File: config.mk
export PLATFORM = sky130hd
export DESIGN_NAME = monitor_uart_arbiter_flat
export DESIGN_NICKNAME = d
export VERILOG_FILES = /design/src/rtl/monitor_uart_arbiter_if.sv /design/src/rtl/monitor_uart_arbiter.sv /design/src/flat_wrapper.sv
export SDC_FILE = /design/constraint.sdc
export NUM_CORES = 1
export LEC_CHECK = 0
export ABC_AREA = 1
export CAP_MARGIN = 25
export CORE_UTILIZATION = 30
export DETAILED_ROUTE_END_ITERATION = 7
export SYNTH_ARGS = -nofsm -noshare
export SYNTH_HDL_FRONTEND = slang
export SYNTH_SLANG_ARGS = --single-unit
File: constraint.sdc
create_clock -name MCLK_IN -period 2.2 [get_ports MCLK_IN]
set_clock_uncertainty 0.2 [all_clocks]
set_input_delay 0.22 -clock MCLK_IN [delete_from_list [all_inputs] [get_ports MCLK_IN]]
set_output_delay 0.22 -clock MCLK_IN [all_outputs]
set_load 0.01 [all_outputs]
File: src/rtl/monitor_uart_arbiter_if.sv
// Purpose: handshake/data bundle between the monitor UART arbiter and its requesters and monitor.
// Latency: none (wiring only).
// Backpressure: carries per-requester READY pulses and the RX FIFO pop/valid pair.
// Ports: CPU_TX_*/DBG_TX_* requester channels, UART_* monitor side, RX_* FIFO drain side,
//        LOOPBACK_IN only when MONITOR_UART_LOOPBACK_EN is defined.
// Modports: slave = arbiter, master = requesters/monitor/consumer.
interface monitor_uart_arbiter_if #(
  parameter int RX_DEPTH = 4
);
  localparam int CW = $clog2(RX_DEPTH) + 1;

  logic          CPU_TX_VALID_IN;
  logic [7:0]    CPU_TX_BYTE_IN;
  logic          CPU_TX_READY;
  logic          DBG_TX_VALID_IN;
  logic [7:0]    DBG_TX_BYTE_IN;
  logic          DBG_TX_READY;
  logic          UART_SEND_BUSY_IN;
  logic          UART_RECEIVED_IN;
  logic [7:0]    UART_RECEIVE_BYTE_IN;
  logic          UART_SEND_TRIGGER;
  logic [7:0]    UART_SEND_BYTE;
  logic          UART_RECEIVE_CAPTURE;
  logic          RX_POP_IN;
  logic [7:0]    RX_BYTE;
  logic          RX_VALID;
  logic [CW-1:0] RX_COUNT;
  logic          TX_IDLE;
`ifdef MONITOR_UART_LOOPBACK_EN
  logic          LOOPBACK_IN;
`endif

  modport slave (
`ifdef MONITOR_UART_LOOPBACK_EN
    input  LOOPBACK_IN,
`endif
    input  CPU_TX_VALID_IN, CPU_TX_BYTE_IN, DBG_TX_VALID_IN, DBG_TX_BYTE_IN,
    input  UART_SEND_BUSY_IN, UART_RECEIVED_IN, UART_RECEIVE_BYTE_IN, RX_POP_IN,
    output CPU_TX_READY, DBG_TX_READY, UART_SEND_TRIGGER, UART_SEND_BYTE,
    output UART_RECEIVE_CAPTURE, RX_BYTE, RX_VALID, RX_COUNT, TX_IDLE
  );

  modport master (
`ifdef MONITOR_UART_LOOPBACK_EN
    output LOOPBACK_IN,
`endif
    output CPU_TX_VALID_IN, CPU_TX_BYTE_IN, DBG_TX_VALID_IN, DBG_TX_BYTE_IN,
    output UART_SEND_BUSY_IN, UART_RECEIVED_IN, UART_RECEIVE_BYTE_IN, RX_POP_IN,
    input  CPU_TX_READY, DBG_TX_READY, UART_SEND_TRIGGER, UART_SEND_BYTE,
    input  UART_RECEIVE_CAPTURE, RX_BYTE, RX_VALID, RX_COUNT, TX_IDLE
  );
endinterface

File: src/rtl/monitor_uart_arbiter.sv
// Purpose: round-robin CPU/DBG arbiter for the monitor UART send channel plus RX capture into a FIFO.
// Latency: READY 1 cycle after VALID seen idle; trigger 1 cycle after READY; RX write visible next cycle.
// Backpressure: one grant per send handshake; capture withheld while the RX FIFO is full.
// Ports: MCLK_IN clock, RUN_IN synchronous active-low reset, bus = monitor_uart_arbiter_if.slave.
// Optional: MONITOR_UART_LOOPBACK_EN adds LOOPBACK_IN, routing granted bytes straight into the RX FIFO.
module monitor_uart_arbiter #(
  parameter int RX_DEPTH     = 4,
  parameter int TRIG_CYCLES  = 2,
  parameter int BUSY_TIMEOUT = 15
) (
  input logic                   MCLK_IN,
  input logic                   RUN_IN,
  monitor_uart_arbiter_if.slave bus
);
  localparam int AW   = $clog2(RX_DEPTH);
  localparam int CW   = AW + 1;
  localparam int TMAX = (TRIG_CYCLES > BUSY_TIMEOUT) ? TRIG_CYCLES : BUSY_TIMEOUT;
  localparam int TW   = $clog2(TMAX + 1);
  localparam int RW   = $clog2(TRIG_CYCLES + 1);

  typedef enum logic [2:0] {T_IDLE, T_SETUP, T_TRIG, T_WAITHI, T_WAITLO} tx_state_t;
  typedef enum logic [1:0] {R_IDLE, R_CAPT, R_WAIT} rx_state_t;

  tx_state_t     t_state;
  rx_state_t     r_state;
  logic          busy_s1, busy_s2, rcv_s1, rcv_s2;
  logic          cpu_rdy, dbg_rdy, trig, capt, tx_idle;
  logic          last_dbg;   // 1 when DBG held the previous grant
  logic          lb_pend;    // current grant was a loopback push
  logic [7:0]    send_byte;
  logic [TW-1:0] tcnt;
  logic [RW-1:0] rcnt;

  logic [7:0]    mem [RX_DEPTH];
  logic [AW-1:0] wr_ptr, rd_ptr;
  logic [CW-1:0] count;

  logic          lb;
`ifdef MONITOR_UART_LOOPBACK_EN
  assign lb = bus.LOOPBACK_IN;
`else
  assign lb = 1'b0;
`endif

  // Grant and FIFO push decisions shared by both FSMs and the FIFO.
  logic       full, pick_cpu, grant, lb_push, rx_push, push, pop;
  logic [7:0] win_byte, push_dat;
  always_comb begin
    full     = (count == CW'(RX_DEPTH));
    // CPU wins when alone, or on a tie when DBG was granted last.
    pick_cpu = bus.CPU_TX_VALID_IN & (~bus.DBG_TX_VALID_IN | last_dbg);
    win_byte = pick_cpu ? bus.CPU_TX_BYTE_IN : bus.DBG_TX_BYTE_IN;
    // In loopback the grant stalls on a full FIFO since the byte lands there directly.
    grant    = (t_state == T_IDLE) & (bus.CPU_TX_VALID_IN | bus.DBG_TX_VALID_IN) & ~(lb & full);
    lb_push  = grant & lb;
    rx_push  = (r_state == R_IDLE) & rcv_s2 & ~full & ~lb;
    push     = lb_push | rx_push;
    push_dat = lb_push ? win_byte : bus.UART_RECEIVE_BYTE_IN;
    pop      = bus.RX_POP_IN & (count != '0);
  end

  always_ff @(posedge MCLK_IN) begin
    if (!RUN_IN) begin
      busy_s1 <= 1'b0;
      busy_s2 <= 1'b0;
      rcv_s1  <= 1'b0;
      rcv_s2  <= 1'b0;
    end else begin
      busy_s1 <= bus.UART_SEND_BUSY_IN;
      busy_s2 <= busy_s1;
      rcv_s1  <= bus.UART_RECEIVED_IN;
      rcv_s2  <= rcv_s1;
    end
  end

  // TX FSM
  always_ff @(posedge MCLK_IN) begin
    if (!RUN_IN) begin
      t_state   <= T_IDLE;
      cpu_rdy   <= 1'b0;
      dbg_rdy   <= 1'b0;
      trig      <= 1'b0;
      tx_idle   <= 1'b1;
      last_dbg  <= 1'b1;
      lb_pend   <= 1'b0;
      send_byte <= 8'h00;
      tcnt      <= '0;
    end else begin
      cpu_rdy <= 1'b0;
      dbg_rdy <= 1'b0;
      case (t_state)
        T_IDLE: begin
          if (grant) begin
            cpu_rdy   <= pick_cpu;
            dbg_rdy   <= ~pick_cpu;
            last_dbg  <= ~pick_cpu;
            send_byte <= win_byte;
            lb_pend   <= lb;
            tx_idle   <= 1'b0;
            t_state   <= T_SETUP;
          end
        end
        T_SETUP: begin
          if (lb_pend) begin
            lb_pend <= 1'b0;
            tx_idle <= 1'b1;
            t_state <= T_IDLE;
          end else begin
            trig    <= 1'b1;
            tcnt    <= '0;
            t_state <= T_TRIG;
          end
        end
        T_TRIG: begin
          if (tcnt == TW'(TRIG_CYCLES - 1)) begin
            trig    <= 1'b0;
            tcnt    <= '0;
            t_state <= T_WAITHI;
          end else begin
            tcnt <= tcnt + 1'b1;
          end
        end
        T_WAITHI: begin
          // A short send can finish before busy is ever seen; the timeout treats that as done.
          if (busy_s2) begin
            t_state <= T_WAITLO;
          end else if (tcnt == TW'(BUSY_TIMEOUT - 1)) begin
            tx_idle <= 1'b1;
            t_state <= T_IDLE;
          end else begin
            tcnt <= tcnt + 1'b1;
          end
        end
        T_WAITLO: begin
          if (!busy_s2) begin
            tx_idle <= 1'b1;
            t_state <= T_IDLE;
          end
        end
        default: begin
          trig    <= 1'b0;
          tx_idle <= 1'b1;
          t_state <= T_IDLE;
        end
      endcase
    end
  end

  // RX FSM
  always_ff @(posedge MCLK_IN) begin
    if (!RUN_IN) begin
      r_state <= R_IDLE;
      capt    <= 1'b0;
      rcnt    <= '0;
    end else begin
      case (r_state)
        R_IDLE: begin
          if (rx_push) begin
            capt    <= 1'b1;
            rcnt    <= '0;
            r_state <= R_CAPT;
          end
        end
        R_CAPT: begin
          if (rcnt == RW'(TRIG_CYCLES - 1)) begin
            capt    <= 1'b0;
            r_state <= R_WAIT;
          end else begin
            rcnt <= rcnt + 1'b1;
          end
        end
        R_WAIT: begin
          // Wait for the monitor to retract its flag so the same byte is not taken twice.
          if (!rcv_s2) r_state <= R_IDLE;
        end
        default: begin
          capt    <= 1'b0;
          r_state <= R_IDLE;
        end
      endcase
    end
  end

  // RX FIFO
  always_ff @(posedge MCLK_IN) begin
    if (push) mem[wr_ptr] <= push_dat;
  end

  always_ff @(posedge MCLK_IN) begin
    if (!RUN_IN) begin
      wr_ptr <= '0;
      rd_ptr <= '0;
      count  <= '0;
    end else begin
      if (push) wr_ptr <= wr_ptr + 1'b1;
      if (pop)  rd_ptr <= rd_ptr + 1'b1;
      case ({push, pop})
        2'b10:   count <= count + 1'b1;
        2'b01:   count <= count - 1'b1;
        default: count <= count;
      endcase
    end
  end

  assign bus.CPU_TX_READY         = cpu_rdy;
  assign bus.DBG_TX_READY         = dbg_rdy;
  assign bus.UART_SEND_TRIGGER    = trig;
  assign bus.UART_SEND_BYTE       = send_byte;
  assign bus.UART_RECEIVE_CAPTURE = capt;
  assign bus.TX_IDLE              = tx_idle;
  assign bus.RX_BYTE              = mem[rd_ptr];
  assign bus.RX_VALID             = (count != '0);
  assign bus.RX_COUNT             = count;
endmodule

File: src/flat_wrapper.sv
// flat-port wrapper written by rule: the top's interface ports become plain ports
module monitor_uart_arbiter_flat 
#(
  parameter int RX_DEPTH     = 4,
  parameter int TRIG_CYCLES  = 2,
  parameter int BUSY_TIMEOUT = 15
)
  (MCLK_IN, RUN_IN, bus_CPU_TX_VALID_IN, bus_CPU_TX_BYTE_IN, bus_DBG_TX_VALID_IN, bus_DBG_TX_BYTE_IN, bus_UART_SEND_BUSY_IN, bus_UART_RECEIVED_IN, bus_UART_RECEIVE_BYTE_IN, bus_RX_POP_IN, bus_CPU_TX_READY, bus_DBG_TX_READY, bus_UART_SEND_TRIGGER, bus_UART_SEND_BYTE, bus_UART_RECEIVE_CAPTURE, bus_RX_BYTE, bus_RX_VALID, bus_RX_COUNT, bus_TX_IDLE);
  monitor_uart_arbiter_if #(.RX_DEPTH(RX_DEPTH)) bus_i ();
  input logic MCLK_IN;
  input logic RUN_IN;
  input wire logic [$bits(bus_i.CPU_TX_VALID_IN)-1:0] bus_CPU_TX_VALID_IN;
  input wire logic [$bits(bus_i.CPU_TX_BYTE_IN)-1:0] bus_CPU_TX_BYTE_IN;
  input wire logic [$bits(bus_i.DBG_TX_VALID_IN)-1:0] bus_DBG_TX_VALID_IN;
  input wire logic [$bits(bus_i.DBG_TX_BYTE_IN)-1:0] bus_DBG_TX_BYTE_IN;
  input wire logic [$bits(bus_i.UART_SEND_BUSY_IN)-1:0] bus_UART_SEND_BUSY_IN;
  input wire logic [$bits(bus_i.UART_RECEIVED_IN)-1:0] bus_UART_RECEIVED_IN;
  input wire logic [$bits(bus_i.UART_RECEIVE_BYTE_IN)-1:0] bus_UART_RECEIVE_BYTE_IN;
  input wire logic [$bits(bus_i.RX_POP_IN)-1:0] bus_RX_POP_IN;
  output wire logic [$bits(bus_i.CPU_TX_READY)-1:0] bus_CPU_TX_READY;
  output wire logic [$bits(bus_i.DBG_TX_READY)-1:0] bus_DBG_TX_READY;
  output wire logic [$bits(bus_i.UART_SEND_TRIGGER)-1:0] bus_UART_SEND_TRIGGER;
  output wire logic [$bits(bus_i.UART_SEND_BYTE)-1:0] bus_UART_SEND_BYTE;
  output wire logic [$bits(bus_i.UART_RECEIVE_CAPTURE)-1:0] bus_UART_RECEIVE_CAPTURE;
  output wire logic [$bits(bus_i.RX_BYTE)-1:0] bus_RX_BYTE;
  output wire logic [$bits(bus_i.RX_VALID)-1:0] bus_RX_VALID;
  output wire logic [$bits(bus_i.RX_COUNT)-1:0] bus_RX_COUNT;
  output wire logic [$bits(bus_i.TX_IDLE)-1:0] bus_TX_IDLE;
  assign bus_i.CPU_TX_VALID_IN = bus_CPU_TX_VALID_IN;
  assign bus_i.CPU_TX_BYTE_IN = bus_CPU_TX_BYTE_IN;
  assign bus_i.DBG_TX_VALID_IN = bus_DBG_TX_VALID_IN;
  assign bus_i.DBG_TX_BYTE_IN = bus_DBG_TX_BYTE_IN;
  assign bus_i.UART_SEND_BUSY_IN = bus_UART_SEND_BUSY_IN;
  assign bus_i.UART_RECEIVED_IN = bus_UART_RECEIVED_IN;
  assign bus_i.UART_RECEIVE_BYTE_IN = bus_UART_RECEIVE_BYTE_IN;
  assign bus_i.RX_POP_IN = bus_RX_POP_IN;
  assign bus_CPU_TX_READY = bus_i.CPU_TX_READY;
  assign bus_DBG_TX_READY = bus_i.DBG_TX_READY;
  assign bus_UART_SEND_TRIGGER = bus_i.UART_SEND_TRIGGER;
  assign bus_UART_SEND_BYTE = bus_i.UART_SEND_BYTE;
  assign bus_UART_RECEIVE_CAPTURE = bus_i.UART_RECEIVE_CAPTURE;
  assign bus_RX_BYTE = bus_i.RX_BYTE;
  assign bus_RX_VALID = bus_i.RX_VALID;
  assign bus_RX_COUNT = bus_i.RX_COUNT;
  assign bus_TX_IDLE = bus_i.TX_IDLE;
  monitor_uart_arbiter #(.RX_DEPTH(RX_DEPTH), .TRIG_CYCLES(TRIG_CYCLES), .BUSY_TIMEOUT(BUSY_TIMEOUT)) u_core (.MCLK_IN(MCLK_IN), .RUN_IN(RUN_IN), .bus(bus_i));
endmodule
# After elaboration in Yosys (flattened, before gate mapping)
# Memory sizes are Yosys's and may differ from the RTL's. A register that Yosys moved wholly into a read port is not among the register bits.
# Index checks and enable logic that the tools add are counted.
# word_totals
regBits	37
mem_bits_rw	32
in_bits	31
out_inout_bits	25
word_cells	120
n_memories	1
# mem_list
memory	words	word_bits	read_ports	rd_clocked_by_memory_dff	wr	line_no	rtl
u_core.mem	4	8	1	1	1	monitor_uart_arbiter.sv:34	logic [7:0] mem [RX_DEPTH];
# op_classes
addsub	6
eq_ne	25
n_mux	38
bitwise	13
n_reduce_logical	18
# op_table
operator	count
2-bit two-way mux	8
4-bit two-way mux	4
3-bit two-way mux	5
3-bit one-hot mux with 5 select lines	1
3-bit AND reduction	5
2-bit by 1-bit != test with 1-bit output, second input constant	6
2-bit != test, second input constant	6
4-bit one-hot mux with 3 select lines	1
1-bit two-way mux	11
8-bit two-way mux	1
4-bit AND reduction	2
2-bit by 1-bit adder with 2-bit output, second input constant	3
2-bit by 1-bit equality test with 1-bit output, second input constant	3
3-bit by 2-bit equality test with 1-bit output, second input constant	2
3-bit equality test, second input constant	2
1-bit NOT	6
1-bit one-hot mux with 3 select lines	2
2-bit one-hot mux with 3 select lines	1
3-bit one-hot mux with 2 select lines	1
6-bit AND reduction	1
2-bit nonzero test	3
3-bit nonzero test	2
1-bit AND	5
1-bit one-hot mux with 5 select lines	1
15 further kinds	18

# Depth between registers and ports, before layout
# logic_depth
word_depth	5
depth_mapped	11
mapped_depth_nobuf	10

# Least setup slack after synthesis
# No wires, ideal clock.
# synth_timing
path_type	register to register
start	register u_core.count[0] (netlist: u_core.bus.RX_COUNT[0])
end	register u_core.count[2] (netlist: u_core.bus.RX_COUNT[2])
setup_time_ns	0.122
arrival_time_ns	1.921
required_time_ns	1.878
slack_ns	-0.043
stages_incl_launch_ff	12
path_buffers	1
synth_period_minus_slack_ns	2.243
path_cell_list	dfxtp_1 -> inv_1 -> nand3_1 -> and2_1 -> clkbuf_1 -> ha_1 -> inv_1 -> fa_1 -> a21oi_1 -> o21ai_0 -> o21ai_0 -> a21oi_1
# synth_via
word_cells_on_any_way	11
cone_classes	add/sub (2); eq/ne (3); mux (1); bitwise (3); reduce/logical (2)
# synth_lines
element	line_no	rtl
from (decl)	monitor_uart_arbiter.sv:36	logic [CW-1:0] count;
from (signal assigned)	monitor_uart_arbiter.sv:198	2'b10: count <= count + 1'b1;
from (signal assigned)	monitor_uart_arbiter.sv:199	2'b01: count <= count - 1'b1;
from (signal assigned)	monitor_uart_arbiter.sv:200	default: count <= count;
3-bit nonzero test (*)	-	
named net bus_RX_VALID	flat_wrapper.sv:26	output wire logic [$bits(bus_i.RX_VALID)-1:0] bus_RX_VALID;
1-bit AND (*)	monitor_uart_arbiter.sv:59	pop = bus.RX_POP_IN & (count != '0);
named net u_core.pop	monitor_uart_arbiter.sv:46	logic full, pick_cpu, grant, lb_push, rx_push, push, pop;
2-bit by 1-bit equality test with 1-bit output or 2-bit equality test (tied branches)	monitor_uart_arbiter.sv:197	case ({push, pop})
3-bit one-hot mux with 2 select lines or 2-bit nonzero test (tied branches)	-	
# The timed path passes the listed nets; every way through them passes the cells marked *.
# A chain may end at the register's enable or synchronous reset.

==> metrics.md <==
| Metric | Value |
|---|---|
| Ys flop type | `dfxtp_1` |
| Fin util | `0.423` |
| Top Usage Layer GRT | `met2` |
| Avg Cell Area, Syn | `approximately 9.4 sq um` |
| Worst setup margin | `roughly 0.12 ns` |
| ANT nets after route | `0` |
| Ports | `56` |
| CP max FO | `10` |
| Clock Sink Count | `70` |
| Cell area after synthesis | `between 2000 and 3000 sq um` |
| Sequential area share after synthesis | `0.585` |
| Post-CTS Resized | `1` |
| Final Hold Viols | `0` |
| Vias | `between 2000 and 2500` |
| Share of cells above drive strength 1 | `0.126` |
| Status | `completed` |
| Pre-CTS setup slack | `-0.0109 ns` |
| Final worst path period share | `0.948` |
| Worst rel slew slack | `0.747` |
| Reg clk slew, reported paths | `~0.08 ns` |
| CTS tree | `built` |
| # rows | `35` |
| Post-synth EDFFs | `32` |
| Pre-antenna DRT Iters | `4` |
| DRC | `0` |
| Synth Register Bits | `70` |
| Placed insts | `503` |
| M1 GR Usage | `0.144` |
| Min cycle time layout | `about 2.1 ns` |
| Crit path capture type | `primary output` |
| Max Root-Sink Buffers | `2` |
| Worst-margin pin slew | `0.379 ns` |
| GRT met3 Usage | `0.0645` |
| CP Launch Type | `register` |
| Synthesis-to-finish area growth | `34.9%` |
| First-pass GRT wire length | `10200 um` |
| Post-synthesis net count | `roughly 350` |
| Met2 Track Usage GR | `0.227` |
| Largest net degree at the start of global routing | `27` |
| Hold WC Path Type | `in2reg` |
| Leak Pwr | `1.60 nW` |
| Min-delay src | `bus_UART_SEND_BUSY_IN` |
| Core box area | `9370 sq um` |
| CP required | `approximately 1.8 ns` |
| Number of standard cells after synthesis | `between 300 and 400` |
| Vias in the first global route | `2255` |
| Avg Vias per Cell | `about 4.5` |
| VDD IR-drop max | `approximately 420 uV` |
| Cts bufs inserted | `9` |
| PwrDens | `just under 1000 nW/um^2` |
| Fmax | `between 400 and 500 MHz` |
| Worst r2r src | `u_core.bus.RX_COUNT[2]$_SDFFE_PN0P_` |
| Fin. max-slew vios | `0` |
| Die area | `about 10000 sq um` |
| Post-CTS setup buffers | `0` |
| Netlist cell types | `24` |
| Post-detail-place hpwl | `4230 um` |
| Htree depth | `3` |
| Die height | `roughly 100 um` |
| IO buf count | `55` |
| Antenna violations before repair | `0` |
| Ys async rst share | `0` |
| Die span in x | `101 um` |
| Clk_lat worst skew | `between 0.3 and 0.4 ns` |
| Hold buffers post-CTS | `0` |
| GRT overflow | `0` |
| Critical path type | `reg2out` |
| Unrepaired setup endpoints after global routing | `no` |
| Most frequent cells in the layout | `clkdlybuf4s50_1, nand2_1, nor2_1` |
| Final Non-Filler Cells | `between 500 and 600` |
| Final nets | `~430` |
| GPL Wtd Cong | `roughly 0.77` |
| Commonest non-fill, non-tap cell in the layout | `clkdlybuf4s50_1` |
| GRT Overall Usage | `0.132` |
| Max Cap Viol | `0` |
| Final setup fails | `0` |
| Effective utilization at floorplan | `0.314` |
| WHS | `roughly 0.20 ns` |
| Number of diodes | `0` |
| Setup TNS | `0 ns` |
| WL/cell | `11.6 um` |
| CP arrival | `around 1.7 ns` |
| Initial DRC count | `93` |
| Final WL | `6040 um` |
| Syn. warnings | `0` |
| Root Driver | `clkbuf_8` |
synth_stat cells (2+ instances only):
master    instances  area, sq um
a21oi_1          26          130
nand3b_1          2         15.0
clkbuf_1          5         18.8
nor2_1           42          158
edfxtp_1         32          961
nand3_1          20          100
nor2_4            4         45.0
nand2_2           4         25.0
nand3_2           2         20.0
nand2_1          43          161
ha_1              9          113
o22ai_1           8         50.1
o21ai_1           2         10.0
dfxtp_1          38          761
o21ai_0          31          155
inv_1            35          131
inv_2             3         11.3
path summary, 6_finish.rpt:
path,to,slack (ns),cells past startpoint
worst max-delay path,bus_RX_BYTE[2],0.12,4
worst min register to register,u_core.busy_s2$_SDFF_PN0_,0.22,2
worst max register to register,u_core.bus.RX_COUNT[2]$_SDFFE_PN0P_,0.20,10
worst min-delay path,u_core.busy_s1$_SDFF_PN0_,0.20,3
critical path, cell delays in order (launching register included):
cell	delay [ns]
dfxtp_1	0.35
buf_4	0.18
o21ai_0	0.10
o22ai_1	0.16
clkdlybuf4s50_1	0.55
cell type report:
cell class | count | area [sq um]
tap | 129 | 161
clock buffer | 9 | 124
sequential | 70 | 1730
inverter | 38 | 143
multi-input combinational | 200 | 1070
timing repair buffer | 66 | 652
fill | 930 | 5400
clock inverter | 7 | 97.6
logic make-up after synthesis:
kind of cell    after synthesis  synth area share
fa+ha+maj                    10            0.0451
simple gates                122             0.196
flops                        70             0.585
buf+inv                      43            0.0548
compound gates               68             0.119
flip-flops by register name, indices dropped and copies added, names as in the netlist, named ones only:
register,cells
u_core.bus.CPU_TX_READY,1
u_core.wr_ptr,2
u_core.rcnt,2
u_core.busy_s2,1
u_core.mem,32
u_core.bus.TX_IDLE,1
u_core.rcv_s2,1
u_core.busy_s1,1
u_core.rcv_s1,1
u_core.rd_ptr,2
u_core.last_dbg,1
u_core.bus.UART_SEND_BYTE,8
u_core.bus.UART_RECEIVE_CAPTURE,1
u_core.r_state,2
u_core.bus.RX_COUNT,3
u_core.bus.DBG_TX_READY,1
u_core.tcnt,4
u_core.t_state,3
u_core.bus.UART_SEND_TRIGGER,1
routing by layer:
layer	wire length (um)	share of wire
met1	2610	0.43
met2	2920	0.48
met3	497	0.082
met4	17	0.0028
met5	0	0
report_power, final:
group          total (mW)  leakage, nW  switching [mW]  internal [mW]
logic                1.10        0.889           0.581          0.518
registers            1.60        0.602           0.104           1.49
clock network        1.14        0.106           0.495          0.642
total                3.83         1.60            1.18           2.65
through the flow:
step                total power, mW  instance area (sq um)
floorplan                      2.21                   2940
global placement               2.71                   3720
detailed placement             2.73                   3720
CTS                            3.88                   3940
global route                   4.09                   3970
finish                         3.83                   3970
No activity file was read; power rests on OpenSTA's default activity.
